$ cat src/rtl/serial_sub_pkg.sv
// Shared definitions for the bit-serial subtractor: FSM state encoding and default width.
package serial_sub_pkg;

    typedef enum logic [1:0] {
        IDLE  = 2'd0,
        SHIFT = 2'd1,
        DONE  = 2'd2
    } serial_sub_state_t;

    localparam int SERIAL_SUB_N_DEFAULT = 8;

endpackage

$ cat src/rtl/fs_nand_only.sv
// One-bit full subtractor built only from two-input nand primitives:
// d = a ^ b ^ bin, bout = (~a & b) | (~(a ^ b) & bin).
module fs_nand_only (
    input  logic a,
    input  logic b,
    input  logic bin,
    output logic d,
    output logic bout
);

    logic n1, n2, n3, x;
    logic m1, m2, m3;
    logic na, nx, t1, t2;

    // x = a ^ b
    nand g_n1 (n1, a, b);
    nand g_n2 (n2, a, n1);
    nand g_n3 (n3, b, n1);
    nand g_x  (x, n2, n3);

    // d = x ^ bin
    nand g_m1 (m1, x, bin);
    nand g_m2 (m2, x, m1);
    nand g_m3 (m3, bin, m1);
    nand g_d  (d, m2, m3);

    // bout = nand(nand(~a, b), nand(~x, bin))
    nand g_na (na, a, a);
    nand g_nx (nx, x, x);
    nand g_t1 (t1, na, b);
    nand g_t2 (t2, nx, bin);
    nand g_bo (bout, t1, t2);

endmodule

$ cat src/rtl/serial_sub_nand.sv
// Bit-serial N-bit subtractor (LSB first, one bit per clock) using a nand-only full subtractor.
// Optional signed-overflow output ovf is enabled by defining SERIAL_SUB_OVF_EN.
module serial_sub_nand
    import serial_sub_pkg::*;
#(
    parameter int N = SERIAL_SUB_N_DEFAULT
) (
    input  logic         clk,
    input  logic         rst,
    input  logic         start,
    input  logic [N-1:0] a,
    input  logic [N-1:0] b,
    output logic         busy,
    output logic         done,
    output logic [N-1:0] diff,
    output logic         bout
`ifdef SERIAL_SUB_OVF_EN
    ,
    output logic         ovf
`endif
);

    localparam int CW = (N > 1) ? $clog2(N) : 1;
    localparam logic [CW-1:0] LAST = CW'(N - 1);

    serial_sub_state_t state_q, state_d;
    logic [N-1:0]  a_q, a_d;
    logic [N-1:0]  b_q, b_d;
    logic [N-1:0]  diff_q, diff_d;
    logic          borrow_q, borrow_d;
    logic [CW-1:0] cnt_q, cnt_d;
    logic          fs_d, fs_bout;

`ifdef SERIAL_SUB_OVF_EN
    logic as_q, as_d;
    logic bs_q, bs_d;
    logic ovf_q, ovf_d;
`endif

    fs_nand_only u_fs (
        .a    (a_q[0]),
        .b    (b_q[0]),
        .bin  (borrow_q),
        .d    (fs_d),
        .bout (fs_bout)
    );

    always_comb begin
        state_d  = state_q;
        a_d      = a_q;
        b_d      = b_q;
        diff_d   = diff_q;
        borrow_d = borrow_q;
        cnt_d    = cnt_q;
        busy     = 1'b0;
        done     = 1'b0;
`ifdef SERIAL_SUB_OVF_EN
        as_d     = as_q;
        bs_d     = bs_q;
        ovf_d    = ovf_q;
`endif
        case (state_q)
            SHIFT: begin
                busy     = 1'b1;
                a_d      = a_q >> 1;
                b_d      = b_q >> 1;
                diff_d   = {fs_d, diff_q[N-1:1]};
                borrow_d = fs_bout;
                cnt_d    = cnt_q + 1'b1;
                if (cnt_q == LAST) begin
                    state_d = DONE;
`ifdef SERIAL_SUB_OVF_EN
                    // fs_d on the last step is the result sign bit
                    ovf_d   = (as_q ^ bs_q) & (as_q ^ fs_d);
`endif
                end
            end
            DONE: begin
                done    = 1'b1;
                state_d = IDLE;
            end
            default: state_d = IDLE;
        endcase

        // Start is honoured from IDLE and DONE only, giving back-to-back operation from DONE
        if (start && (state_q != SHIFT)) begin
            state_d  = SHIFT;
            a_d      = a;
            b_d      = b;
            borrow_d = 1'b0;
            cnt_d    = '0;
`ifdef SERIAL_SUB_OVF_EN
            as_d     = a[N-1];
            bs_d     = b[N-1];
`endif
        end
    end

    always_ff @(posedge clk or posedge rst) begin
        if (rst) begin
            state_q  <= IDLE;
            a_q      <= '0;
            b_q      <= '0;
            diff_q   <= '0;
            borrow_q <= 1'b0;
            cnt_q    <= '0;
        end else begin
            state_q  <= state_d;
            a_q      <= a_d;
            b_q      <= b_d;
            diff_q   <= diff_d;
            borrow_q <= borrow_d;
            cnt_q    <= cnt_d;
        end
    end

`ifdef SERIAL_SUB_OVF_EN
    always_ff @(posedge clk or posedge rst) begin
        if (rst) begin
            as_q  <= 1'b0;
            bs_q  <= 1'b0;
            ovf_q <= 1'b0;
        end else begin
            as_q  <= as_d;
            bs_q  <= bs_d;
            ovf_q <= ovf_d;
        end
    end

    assign ovf = ovf_q;
`endif

    assign diff = diff_q;
    assign bout = borrow_q;

endmodule

$ cat config.mk
export PLATFORM = sky130hd
export DESIGN_NAME = serial_sub_nand
export DESIGN_NICKNAME = d
export VERILOG_FILES = /design/src/rtl/serial_sub_pkg.sv /design/src/rtl/fs_nand_only.sv /design/src/rtl/serial_sub_nand.sv
export SDC_FILE = /design/constraint.sdc
export NUM_CORES = 1
export LEC_CHECK = 0
export ABC_AREA = 1
export CAP_MARGIN = 5
export CORE_MARGIN = 10
export CORE_UTILIZATION = 50
export DETAILED_ROUTE_END_ITERATION = 8
export HOLD_SLACK_MARGIN = 0.1
export PLACE_DENSITY_LB_ADDON = 0.15
export SYNTH_ARGS = -nofsm -noshare
export SYNTH_HDL_FRONTEND = slang
export SYNTH_HIERARCHICAL = 1
export SYNTH_SLANG_ARGS = --single-unit
$ cat constraint.sdc
create_clock -name clk -period 1.46 [get_ports clk]
set_input_delay 0.292 -clock clk [delete_from_list [all_inputs] [get_ports clk]]
set_output_delay 0.292 -clock clk [all_outputs]
set_load 0.005 [all_outputs]
[Word-level counts from Yosys, hierarchy flattened]
Cells that the tools add are included.
Storage, ports and cells
  register bits: 30
  input port bits: 19
  output and inout port bits: 11
  logic and storage cells: 50
Operators by class
  add/sub/neg operators: 1
  eq/ne operators: 5
  muxes and demuxes: 13
  bitwise logic cells: 23
  reduce and logical (&&, ||, !) cells: 2
Operator list (count)
  $mux 8: 4
  $not 1->1: 12
  $and 1x1->1: 11
  $mux 2: 3
  $mux 3: 2
  $mux 1: 4
  $add 3x1->3 const B: 1
  $eq 3x3->1 const B: 1
  $ne 3x3->1 const B: 1
  $eq 2x1->1 const B: 1
  $eq 2x2->1 const B: 1
  $ne 2x1->1 const B: 1
  $reduce_bool 2->1: 1
  $logic_and 1x1->1: 1

[Longest topological paths before layout]
Gate-level depths: netlist of run 1.
  word-level depth: 12
  depth in mapped cells: 6
  depth with buffers taken out: 5

[Hierarchy]
The synthesis of run 1 kept the hierarchy.
By module, submodules not included
  serial_sub_nand: times used 1, cells an instance 150, area an instance 1417.6 um2, sequential area each 750.7 um2
  fs_nand_only: times used 1, cells an instance 4, area an instance 31.3 um2, sequential area each 0.0 um2

[Worst setup path after synthesis of run 1]
No wires, ideal clock.
  kind: register to register
  from: register a_q[0]
  to: register diff_q[7] (netlist: diff[7])
  setup time: 0.117 ns
  data arrival time: 0.954 ns
  required time: 1.343 ns
  setup slack: 0.389 ns
  cell stages (with the launch flop): 4
  path buffers: 0
  clock period less this slack: 1.071 ns
  path through: dfrtp_1 -> fa_1 -> nand2_1 -> nand2_1
On the way
  longest elaborated chain between the ends: 12
  elaborated cells on any way between the ends: 16
  classes of those cells: bitwise: 16
RTL lines
  start, declared: line serial_sub_nand.sv:27  | logic [N-1:0] a_q, a_d;
  start signal, assigned: line serial_sub_nand.sv:102  | a_q <= '0;
  start signal, assigned: line serial_sub_nand.sv:109  | a_q <= a_d;
  $and 1x1->1: line fs_nand_only.sv:16  | nand g_n1 (n1, a, b);
  $not 1->1: line fs_nand_only.sv:16
  $and 1x1->1 (on tied branches): line fs_nand_only.sv:17, fs_nand_only.sv:18
  $not 1->1 (on tied branches): line fs_nand_only.sv:17, fs_nand_only.sv:18
  $and 1x1->1 (*): line fs_nand_only.sv:19  | nand g_x (x, n2, n3);
  $not 1->1 (*): line fs_nand_only.sv:19
  $and 1x1->1: line fs_nand_only.sv:22  | nand g_m1 (m1, x, bin);
  $not 1->1: line fs_nand_only.sv:22
  $and 1x1->1 (on tied branches): line fs_nand_only.sv:23, fs_nand_only.sv:24
  $not 1->1 (on tied branches): line fs_nand_only.sv:23, fs_nand_only.sv:24
  $and 1x1->1 (*): line fs_nand_only.sv:25  | nand g_d (d, m2, m3);
  $not 1->1 (*): line fs_nand_only.sv:25
  net fs_d: line serial_sub_nand.sv:32  | logic fs_d, fs_bout;
  end signal, assigned: line serial_sub_nand.sv:111  | diff_q <= diff_d;
  end, declared: line serial_sub_nand.sv:29  | logic [N-1:0] diff_q, diff_d;
The timed path passes the listed nets; every way through them passes the cells marked *.
A chain may end at the register's enable or synchronous reset.

[Worst setup path after layout of run 1]
  from: register state_q[1]
  to: output port done
On the way
  longest elaborated chain between the ends: 2
RTL lines
  start, declared: line serial_sub_nand.sv:26  | serial_sub_state_t state_q, state_d;
  start signal, assigned: line serial_sub_nand.sv:108  | state_q <= state_d;
  $eq 2x2->1: line serial_sub_nand.sv:62  | case (state_q)
  $mux 1: line serial_sub_nand.sv:62
  end, declared: line serial_sub_nand.sv:14  | output logic done,
No other way between the ends.

==> metrics.cfg, run 1 <==
[floorplan]
fp-row-count=19
chipHeight_um=73.8
num_io_pins=30
die_area_um2=5450
fp.dieW_um=73.8
coreArea_um2=2760
start_util_pct=52.5

[layout]
fillers=230
diodes=0
syn_to_final_growth_pct=26.9
finalNetCount=212
layout-drive-gt1-share_pct=19.4
fin_util_pct=66.7

[global_route]
grt_pass1_vias=1199
antenna_found_initial=0
overflow=0
grt_util_all_layers_pct=11.9
grt_pass1_wl_um=5180
grt_max_degree=48

[synth]
synth_edf_count=0
avgSynthCellArea_um2=9.41
synthCells=154
synth_nets=176
yosys.area.top_type=dfrtp_1
yosysSeqAreaShare_pct=51.8
ys.warnings.count=6
ys_ff_latch=30
synthesis.area_um2=1450
yosys-top-cells-count=nand2_1, nand3_1, dfrtp_1
synth_top_cell_area_share_pct=51.8
ys_top_cells_by_area=dfrtp_1, nand3_1, nand2_1, nand3_2, ha_1
yosysMostFrequentCell=nand2_1
synthFlopType=dfrtp_1
async_flop_share_pct=100
synthDistinctLibCells=18

[timing]
fin_crit_ns=1.38
finalSetupViolCount=0
hold_violations=0
rsz0062_at_grt=false
slew_headroom_pct=70.6
final.period_utilization_pct=94.9
worst_slew_pin_slew_ns=0.440
finClkSkew_ns=0.0115
fmax_ghz=0.722
drv_slew=0
fin_setup_tns_ns=0

[setup_path]
setup.worst_path.start_class=register
crit_chain=inv_2, nor2_1, clkdlybuf4s15_1
cpLargestDelayFamily=flip-flops
worstPathRequired_ns=1.17
path_buf_inv=2
critPathKind=reg -> out
slowest_stage=dfrtp_1
cp_data_arrival_time_ns=1.09
cp_slowest_stage_delay_ns=0.41
crit_fanout=2
cp-end-kind=output port

[detailed_routing]
routed_via_density=5.24
routed_wl_um=2830
final_antenna_net_count=0
dr.pass1.iters=4
post_drt_wl_per_cell_um=12.7
drt_iter0_drc=63
vias=1163
drc_errors=0

[clock_network]
clock_path_buffers=2
worstSkewPairLatency_ns=0.34
htree_levels=2
root_buffer=clkbuf_4
cts.clk_slew.worst_paths_ns=0.11
cts_sinks=30
cts_inserted_buffers=5
cts_tree=built

[outcome]
status=finished clean

[placed_design]
hpwl_um=1860
routabilityCongestion=0.720
io_buffers=29

[worst_hold_path]
hp-class=in -> async

[power_and_ir_drop]
powerDensity_nw_per_um2=1910
ir_worst_vdd_mv=1.68
p_leak_uw=0.000909

[flow_run]
drv_cap=0

==> flip-flops by register name, indices dropped and copies added, names as in the netlist <==
name	cells
b_q	8
cnt_q	3
bout	1
state_q	2
diff	8
a_q	8
==> layer usage <==
metal / up-vias / routed length [µm] / global-route usage (%)
met2: 38 / 1300 / 18.7
li1: 574 / - / -
met1: 546 / 1230 / 13.6
met3: 5 / 250 / 4.17
met5: - / 0 / 0
met4: 0 / 50 / 6.83
==> timing repair <==
item                                   4_1_cts  5_1_grt
setup endpoints to repair                   11        2
buffers inserted                             7        0
pin swaps                                    0        0
resized for setup                           11        2
hold buffers                                 0        0
endpoints found under the hold margin        0        0
==> metrics by stage <==
stage                     area [µm²]  instances  hold WS (ns)  setup slack (ns)  power, µW
after floorplan                 1450        154         0.383             0.389       2580
after global placement          1730        207         0.462            0.0988       2930
after detailed placement        1730        207         0.472            0.0596       3000
after CTS                       1840        222         0.268            0.0202       3570
after global routing            1840        222         0.289            0.0127       3880
final                           1840        222         0.275            0.0751       3520
==> kinds of logic after synthesis <==
family / Yosys count / share of synthesized area [%]
AOI/OAI and AO/OA: 2 / 0.690
adders and majority gates: 3 / 3.11
buffers and inverters: 19 / 8.98
DFF: 30 / 51.8
and+or+nand+nor: 100 / 35.4
==> where the power goes <==
group | leakage (µW) | switching [µW] | total [µW] | internal [µW]
Sequential | 0.000384 | 212 | 1410 | 1190
Clock | 0.0000343 | 303 | 535 | 231
Combinational | 0.000490 | 856 | 1570 | 719
Total | 0.000909 | 1370 | 3520 | 2140
==> path summary, 6_finish.rpt <==
kind | cells after the start | startpoint | to | slack (ns)
worst max-delay path | 3 | state_q[1]$_DFFE_PP0P_ | done | 0.08
worst min-delay path | 3 | rst | diff[7]$_DFFE_PP0N_ | 0.28
worst max register to register | 5 | bout$_DFFE_PP0P_ | diff[7]$_DFFE_PP0N_ | 0.25
worst min register to register | 2 | diff[0]$_DFFE_PP0N_ | diff[0]$_DFFE_PP0N_ | 0.48
max in group asynchronous | 3 | rst | b_q[5]$_DFFE_PP0P_ | 1.01
min in group clk | 2 | diff[0]$_DFFE_PP0N_ | diff[0]$_DFFE_PP0N_ | 0.48
==> layout make-up <==
class,count,area (µm²),area share (%)
repair buffers,40,387,21.0
flip-flops and latches,30,751,40.8
inverters,8,30.0,1.63
multi-input cells,105,568,30.9
clock buffers,6,51.3,2.79
clock inverters,2,12.5,0.681
well taps,31,38.8,2.11
==> placed cells by master, fill, tap and decap left out, drive strengths merged <==
| cell type | netlist | routed |
|---|---|---|
| clkbuf | 0 | 6 |
| fa | 1 | 1 |
| clkinvlp | 0 | 1 |
| nand2 | 47 | 47 |
| nor2 | 3 | 3 |
| buf | 11 | 11 |
| clkdlybuf4s15 | 0 | 2 |
| a21oi | 1 | 1 |
| dlygate4sd2 | 0 | 9 |
| nand3 | 50 | 50 |
| ha | 2 | 2 |
| inv | 8 | 8 |
| dfrtp | 30 | 30 |
| clkinv | 0 | 1 |
| clkdlybuf4s50 | 0 | 18 |
| o21ai | 1 | 1 |
==> worst reg2reg max path: stages (launching register included) <==
cell,delay [ns]
dfrtp_1,0.39
buf_4,0.13
inv_1,0.05
fa_1,0.40
nand2_1,0.08
nand2_1,0.05
Note: power is estimated with default switching activity, not from simulation.
==> inputs of run 2 (changes only) <==
--- a/config.mk
+++ b/config.mk
@@ -7,8 +7,10 @@
 export LEC_CHECK = 0
 export ABC_AREA = 1
 export CAP_MARGIN = 5
+export CELL_PAD_IN_SITES_DETAIL_PLACEMENT = 2
+export CELL_PAD_IN_SITES_GLOBAL_PLACEMENT = 2
 export CORE_MARGIN = 10
-export CORE_UTILIZATION = 50
+export CORE_UTILIZATION = 30
 export DETAILED_ROUTE_END_ITERATION = 8
 export HOLD_SLACK_MARGIN = 0.1
 export PLACE_DENSITY_LB_ADDON = 0.15
==> metrics.cfg, run 2 (synthesized netlist as in run 1, its figures left out) <==
[outcome]
status=finished clean  ; unchanged

[setup_path]
setup.worst_path.start_class=register  ; unchanged
slowest_stage=clkdlybuf4s50_1  ; was dfrtp_1
worstPathRequired_ns=1.17  ; about the same
cp-end-kind=output port  ; unchanged
critPathKind=reg -> out  ; unchanged
reg2reg_from=bout$_DFFE_PP0P_  ; unchanged
r2r_slack_ns=0.13  ; was 0.25 ns
cp_slowest_stage_delay_ns=0.50  ; was 0.41 ns
cp.depth=1  ; was 3
cpLargestDelayFamily=buffers and inverters  ; was flip-flops
crit_fanout=2  ; unchanged
path_buf_inv=1  ; was 2
reg2reg_to=diff[7]$_DFFE_PP0N_  ; unchanged
crit_chain=clkdlybuf4s50_1  ; was inv_2, nor2_1, clkdlybuf4s15_1
reg2reg_depth=6  ; was 5
cp_data_arrival_time_ns=1.13  ; was 1.09 ns

[power_and_ir_drop]
pwr-share-seq_pct=37.6  ; was 40.0%
internal_power_uw=2290  ; was 2140 µW
powerDensity_nw_per_um2=1960  ; was 1910 nW/µm²
p_switching_uw=1470  ; was 1370 µW
p_leak_uw=0.000977  ; was 0.000909 µW
ir_worst_vdd_mv=1.05  ; was 1.68 mV
clockPowerShare_pct=16.9  ; was 15.2%
pwr-share-comb_pct=45.5  ; was 44.8%
swShare_pct=39.1  ; was 39.0%

[global_route]
overflow=0  ; unchanged
grt_pass1_vias=1373  ; was 1199
antenna_found_initial=0  ; unchanged
grt_util_all_layers_pct=10.6  ; was 11.9%
grt_pass1_wl_um=6460  ; was 5180 µm
grt_max_degree=48  ; unchanged

[timing]
worst_slew_pin_slew_ns=0.467  ; was 0.440 ns
hold_violations=0  ; unchanged
fmax_ghz=0.703  ; was 0.722 GHz
final.period_utilization_pct=97.5  ; was 94.9%
fin_crit_ns=1.42  ; was 1.38 ns
drv_slew=0  ; unchanged
fin_setup_tns_ns=0  ; unchanged
rsz0062_at_grt=false  ; unchanged
holdWs_ns=0.338  ; was 0.275 ns
finClkSkew_ns=0.00627  ; was 0.0115 ns
slew_headroom_pct=68.8  ; was 70.6%
finalSetupViolCount=0  ; unchanged

[detailed_routing]
routed_via_density=4.86  ; was 5.24
drc_errors=0  ; unchanged
dr.pass1.iters=3  ; was 4
routed_wl_um=3810  ; was 2830 µm
vias=1196  ; was 1163
drt_iter0_drc=41  ; was 63
final_antenna_net_count=0  ; unchanged
post_drt_wl_per_cell_um=15.5  ; was 12.7 µm

[clock_network]
cts_sinks=30  ; unchanged
cts.clk_slew.worst_paths_ns=0.07  ; was 0.11 ns
clock_path_buffers=2  ; unchanged
cts_tree=built  ; unchanged
cts_hold_buf=0  ; unchanged
worstSkewPairLatency_ns=0.29  ; was 0.34 ns
root_buffer=clkbuf_8  ; was clkbuf_4
cts_inserted_buffers=5  ; unchanged
htree_levels=2  ; unchanged

[layout]
final_cell_mix=nand2_1, nand3_1, dfrtp_1, clkdlybuf4s50_1, nand3_2  ; unchanged
fillers=516  ; was 230
final_common_cell=nand2_1  ; unchanged
layout-drive-gt1-share_pct=20.3  ; was 19.4%
diodes=0  ; unchanged
fin_util_pct=40.7  ; was 66.7%
finalNonFillerCells=246  ; was 222
finalNetCount=214  ; was 212
syn_to_final_growth_pct=31.9  ; was 26.9%

[placed_design]
routabilityCongestion=0.729  ; was 0.720
hpwl_um=2580  ; was 1860 µm
place_inst=230  ; was 207
io_buffers=29  ; unchanged

[floorplan]
fp-row-count=25  ; was 19
start_util_pct=30.9  ; was 52.5%
num_io_pins=30  ; unchanged
die_area_um2=8010  ; was 5450 µm²
fp.dieW_um=89.5  ; was 73.8 µm
chipHeight_um=89.5  ; was 73.8 µm
coreArea_um2=4690  ; was 2760 µm²

[flow_run]
drv_cap=0  ; unchanged

[worst_hold_path]
hp-class=in -> async  ; unchanged

-- run 2: cell type report --
cell class,instances,area [µm²],share of cell area (%)
sequential,30,751,39.3
multi-input combinational,105,568,29.7
timing repair buffer,42,415,21.7
clock buffer,5,68.8,3.60
tap,54,67.6,3.54
inverter,8,30.0,1.57
clock inverter,2,10.0,0.524
-- run 2: through the flow --
stage	instance area, µm²	setup WS [ns]	total power, µW
2_1_floorplan	1450	0.389	2580
3_3_place_gp	1760	0.0781	2990
3_5_place_dp	1760	0.0166	3100
4_1_cts	1900	0.000607	3860
5_1_grt	1910	0.00243	4150
6_report	1910	0.0366	3750
-- run 2: worst max-delay path by stage --
| stage | slack (ns) | startpoint | end |
|---|---|---|---|
| 3_3_place_gp | 0.08 | start | a_q[5]$_DFFE_PP0P_ |
| 6_report | 0.04 | diff[4]$_DFFE_PP0N_ | diff[4] |
| 4_1_cts | 0.0006 | state_q[1]$_DFFE_PP0P_ | busy |
| 5_1_grt | 0.002 | diff[4]$_DFFE_PP0N_ | diff[4] |
| 3_5_place_dp | 0.02 | start | b_q[2]$_DFFE_PP0P_ |
| 2_1_floorplan | 0.39 | a_q[0]$_DFFE_PP0P_ | diff[7]$_DFFE_PP0N_ |
-- run 2: power groups by stage --
stage                     Clock [µW]  Combinational [µW]  Sequential [µW]
after global routing             705                1980             1470
final                            633                1710             1410
after detailed placement           0                1630             1470
after global placement             0                1540             1440
after CTS                        658                1780             1420
after floorplan                    0                1160             1420
-- run 2: what timing repair did --
item                                    4_1_cts  5_1_grt
hold endpoints to repair                      0        0
buffers inserted                              8        1
pin swaps                                     1        0
endpoints found under the setup margin       10        6
resized for setup                             7        6
-- run 2: layer usage --
| layer | track usage [%] | routed length [µm] |
|---|---|---|
| met1 | 11.5 | 1620 |
| met2 | 18.3 | 1970 |
| met3 | 3.83 | 156 |
| met5 | 0 | 0 |
| met4 | 4.34 | 63 |
==> inputs of run 3 (changes only) <==
--- a/config.mk
+++ b/config.mk
@@ -13,7 +13,7 @@
 export CORE_UTILIZATION = 30
 export DETAILED_ROUTE_END_ITERATION = 8
 export HOLD_SLACK_MARGIN = 0.1
-export PLACE_DENSITY_LB_ADDON = 0.15
+export PLACE_DENSITY = 0.76
 export SYNTH_ARGS = -nofsm -noshare
 export SYNTH_HDL_FRONTEND = slang
 export SYNTH_HIERARCHICAL = 1
==> metrics.cfg, run 3 (synthesized netlist as in run 1, its figures left out) <==
[detailed_routing]
drc_errors=0  ; unchanged
routed_wl_um=3640  ; was 3810 µm
post_drt_wl_per_cell_um=15.1  ; was 15.5 µm
final_antenna_net_count=0  ; unchanged
vias=1197  ; was 1196
dr.pass1.iters=4  ; was 3
routed_via_density=4.97  ; was 4.86
drt_iter0_drc=26  ; was 41

[timing]
hold_violations=0  ; unchanged
fmax_ghz=0.705  ; was 0.703 GHz
finClkSkew_ns=0.00317  ; was 0.00627 ns
drv_slew=0  ; unchanged
rsz0062_at_grt=false  ; unchanged
slew_headroom_pct=67.8  ; was 68.8%
final.period_utilization_pct=97.2  ; was 97.5%
fin_setup_tns_ns=0  ; unchanged
fin_crit_ns=1.42  ; about the same
finalSetupViolCount=0  ; unchanged
worst_slew_pin_slew_ns=0.482  ; was 0.467 ns

[layout]
layout-drive-gt1-share_pct=17.6  ; was 20.3%
syn_to_final_growth_pct=30.7  ; was 31.9%
finalNetCount=210  ; was 214
final_cell_mix=nand2_1, nand3_1, dfrtp_1, clkdlybuf4s50_1, nand3_2  ; unchanged
diodes=0  ; unchanged
fin_util_pct=40.3  ; was 40.7%
final_common_cell=nand2_1  ; unchanged
finalNonFillerCells=241  ; was 246

[clock_network]
cts_inserted_buffers=5  ; unchanged
cts.clk_slew.worst_paths_ns=0.06  ; was 0.07 ns
worstSkewPairLatency_ns=0.28  ; was 0.29 ns
root_buffer=clkbuf_8  ; unchanged
htree_levels=2  ; unchanged
cts_sinks=30  ; unchanged
cts_tree=built  ; unchanged
cts_hold_buf=0  ; unchanged
clock_path_buffers=2  ; unchanged

[setup_path]
critPathKind=reg -> out  ; unchanged
crit_chain=clkdlybuf4s50_1  ; unchanged
crit_fanout=2  ; unchanged
cp-end-kind=output port  ; unchanged
cp_data_arrival_time_ns=1.13  ; about the same
cp_slowest_stage_delay_ns=0.50  ; about the same
setup.worst_path.start_class=register  ; unchanged
cpLargestDelayFamily=buffers and inverters  ; unchanged
slowest_stage=clkdlybuf4s50_1  ; unchanged
path_buf_inv=1  ; unchanged
worstPathRequired_ns=1.17  ; about the same

[floorplan]
coreArea_um2=4690  ; unchanged
start_util_pct=30.9  ; unchanged
die_area_um2=8010  ; unchanged
num_io_pins=30  ; unchanged
fp-row-count=25  ; unchanged
fp.dieW_um=89.5  ; unchanged
chipHeight_um=89.5  ; unchanged

[power_and_ir_drop]
ir_worst_vdd_mv=0.884  ; was 1.05 mV
power_uw=3700  ; was 3750 µW
powerDensity_nw_per_um2=1950  ; was 1960 nW/µm²
p_leak_uw=0.000962  ; was 0.000977 µW

[global_route]
overflow=0  ; unchanged
antenna_found_initial=0  ; unchanged
grt_util_all_layers_pct=10.4  ; was 10.6%
grt_pass1_wl_um=6490  ; was 6460 µm
grt_max_degree=48  ; unchanged
grt_pass1_vias=1420  ; was 1373

[flow_run]
drv_cap=0  ; unchanged

[placed_design]
io_buffers=29  ; unchanged
hpwl_um=2460  ; was 2580 µm
place_inst=230  ; unchanged
routabilityCongestion=0.702  ; was 0.729

[worst_hold_path]
hp-class=in -> async  ; unchanged

[outcome]
status=finished clean  ; unchanged

[run 3: per-stage QoR]
step	instance area (µm²)	setup slack, ns	hold slack (ns)
after CTS	1880	0.00246	0.363
after global placement	1760	0.0726	0.465
after global routing	1890	0.00340	0.392
after detailed placement	1760	0.0159	0.491
after floorplan	1450	0.389	0.383
final	1890	0.0412	0.353
[run 3: metal layers]
| layer | share of wire [%] | global-route usage, % | vias to the layer above | routed length, µm |
|---|---|---|---|---|
| li1 | - | - | 565 | - |
| met1 | 41 | 11.0 | 599 | 1500 |
| met2 | 51 | 18.0 | 26 | 1870 |
| met3 | 5.7 | 4.10 | 7 | 209 |
| met4 | 1.7 | 4.34 | 0 | 62 |
| met5 | 0 | 0 | - | 0 |
[run 3: worst paths after layout]
check / startpoint / endpoint / slack [ns] / depth (start not counted)
hold reg to reg: diff[7]$_DFFE_PP0N_ / diff[6]$_DFFE_PP0N_ / 0.49 / 2
setup / recovery: diff[0]$_DFFE_PP0N_ / diff[0] / 0.04 / 1
min in group clk: diff[7]$_DFFE_PP0N_ / diff[6]$_DFFE_PP0N_ / 0.49 / 2
max in group asynchronous: rst / b_q[2]$_DFFE_PP0P_ / 0.93 / 3
hold / removal: rst / bout$_DFFE_PP0P_ / 0.35 / 3
setup reg to reg: b_q[0]$_DFFE_PP0P_ / diff[7]$_DFFE_PP0N_ / 0.33 / 4
[run 3: final cells by class]
class | instances | area [µm²]
Fill cell | 523 | 2800
Clock buffer | 6 | 82.6
Timing Repair Buffer | 38 | 394
Inverter | 8 | 30.0
Tap cell | 54 | 67.6
Sequential cell | 30 | 751
Multi-Input combinational cell | 105 | 568
[run 3: what timing repair did]
action / in CTS / in global routing
resized for setup: 4 / 7
endpoints found under the hold margin: 0 / 0
setup endpoints to repair: 9 / 7
buffers inserted: 5 / 0
[run 3: power by group]
group	internal, µW	total, µW	switching, µW
sequential	1200	1430	227
clock	363	655	292
combinational	726	1620	893
total	2290	3700	1410
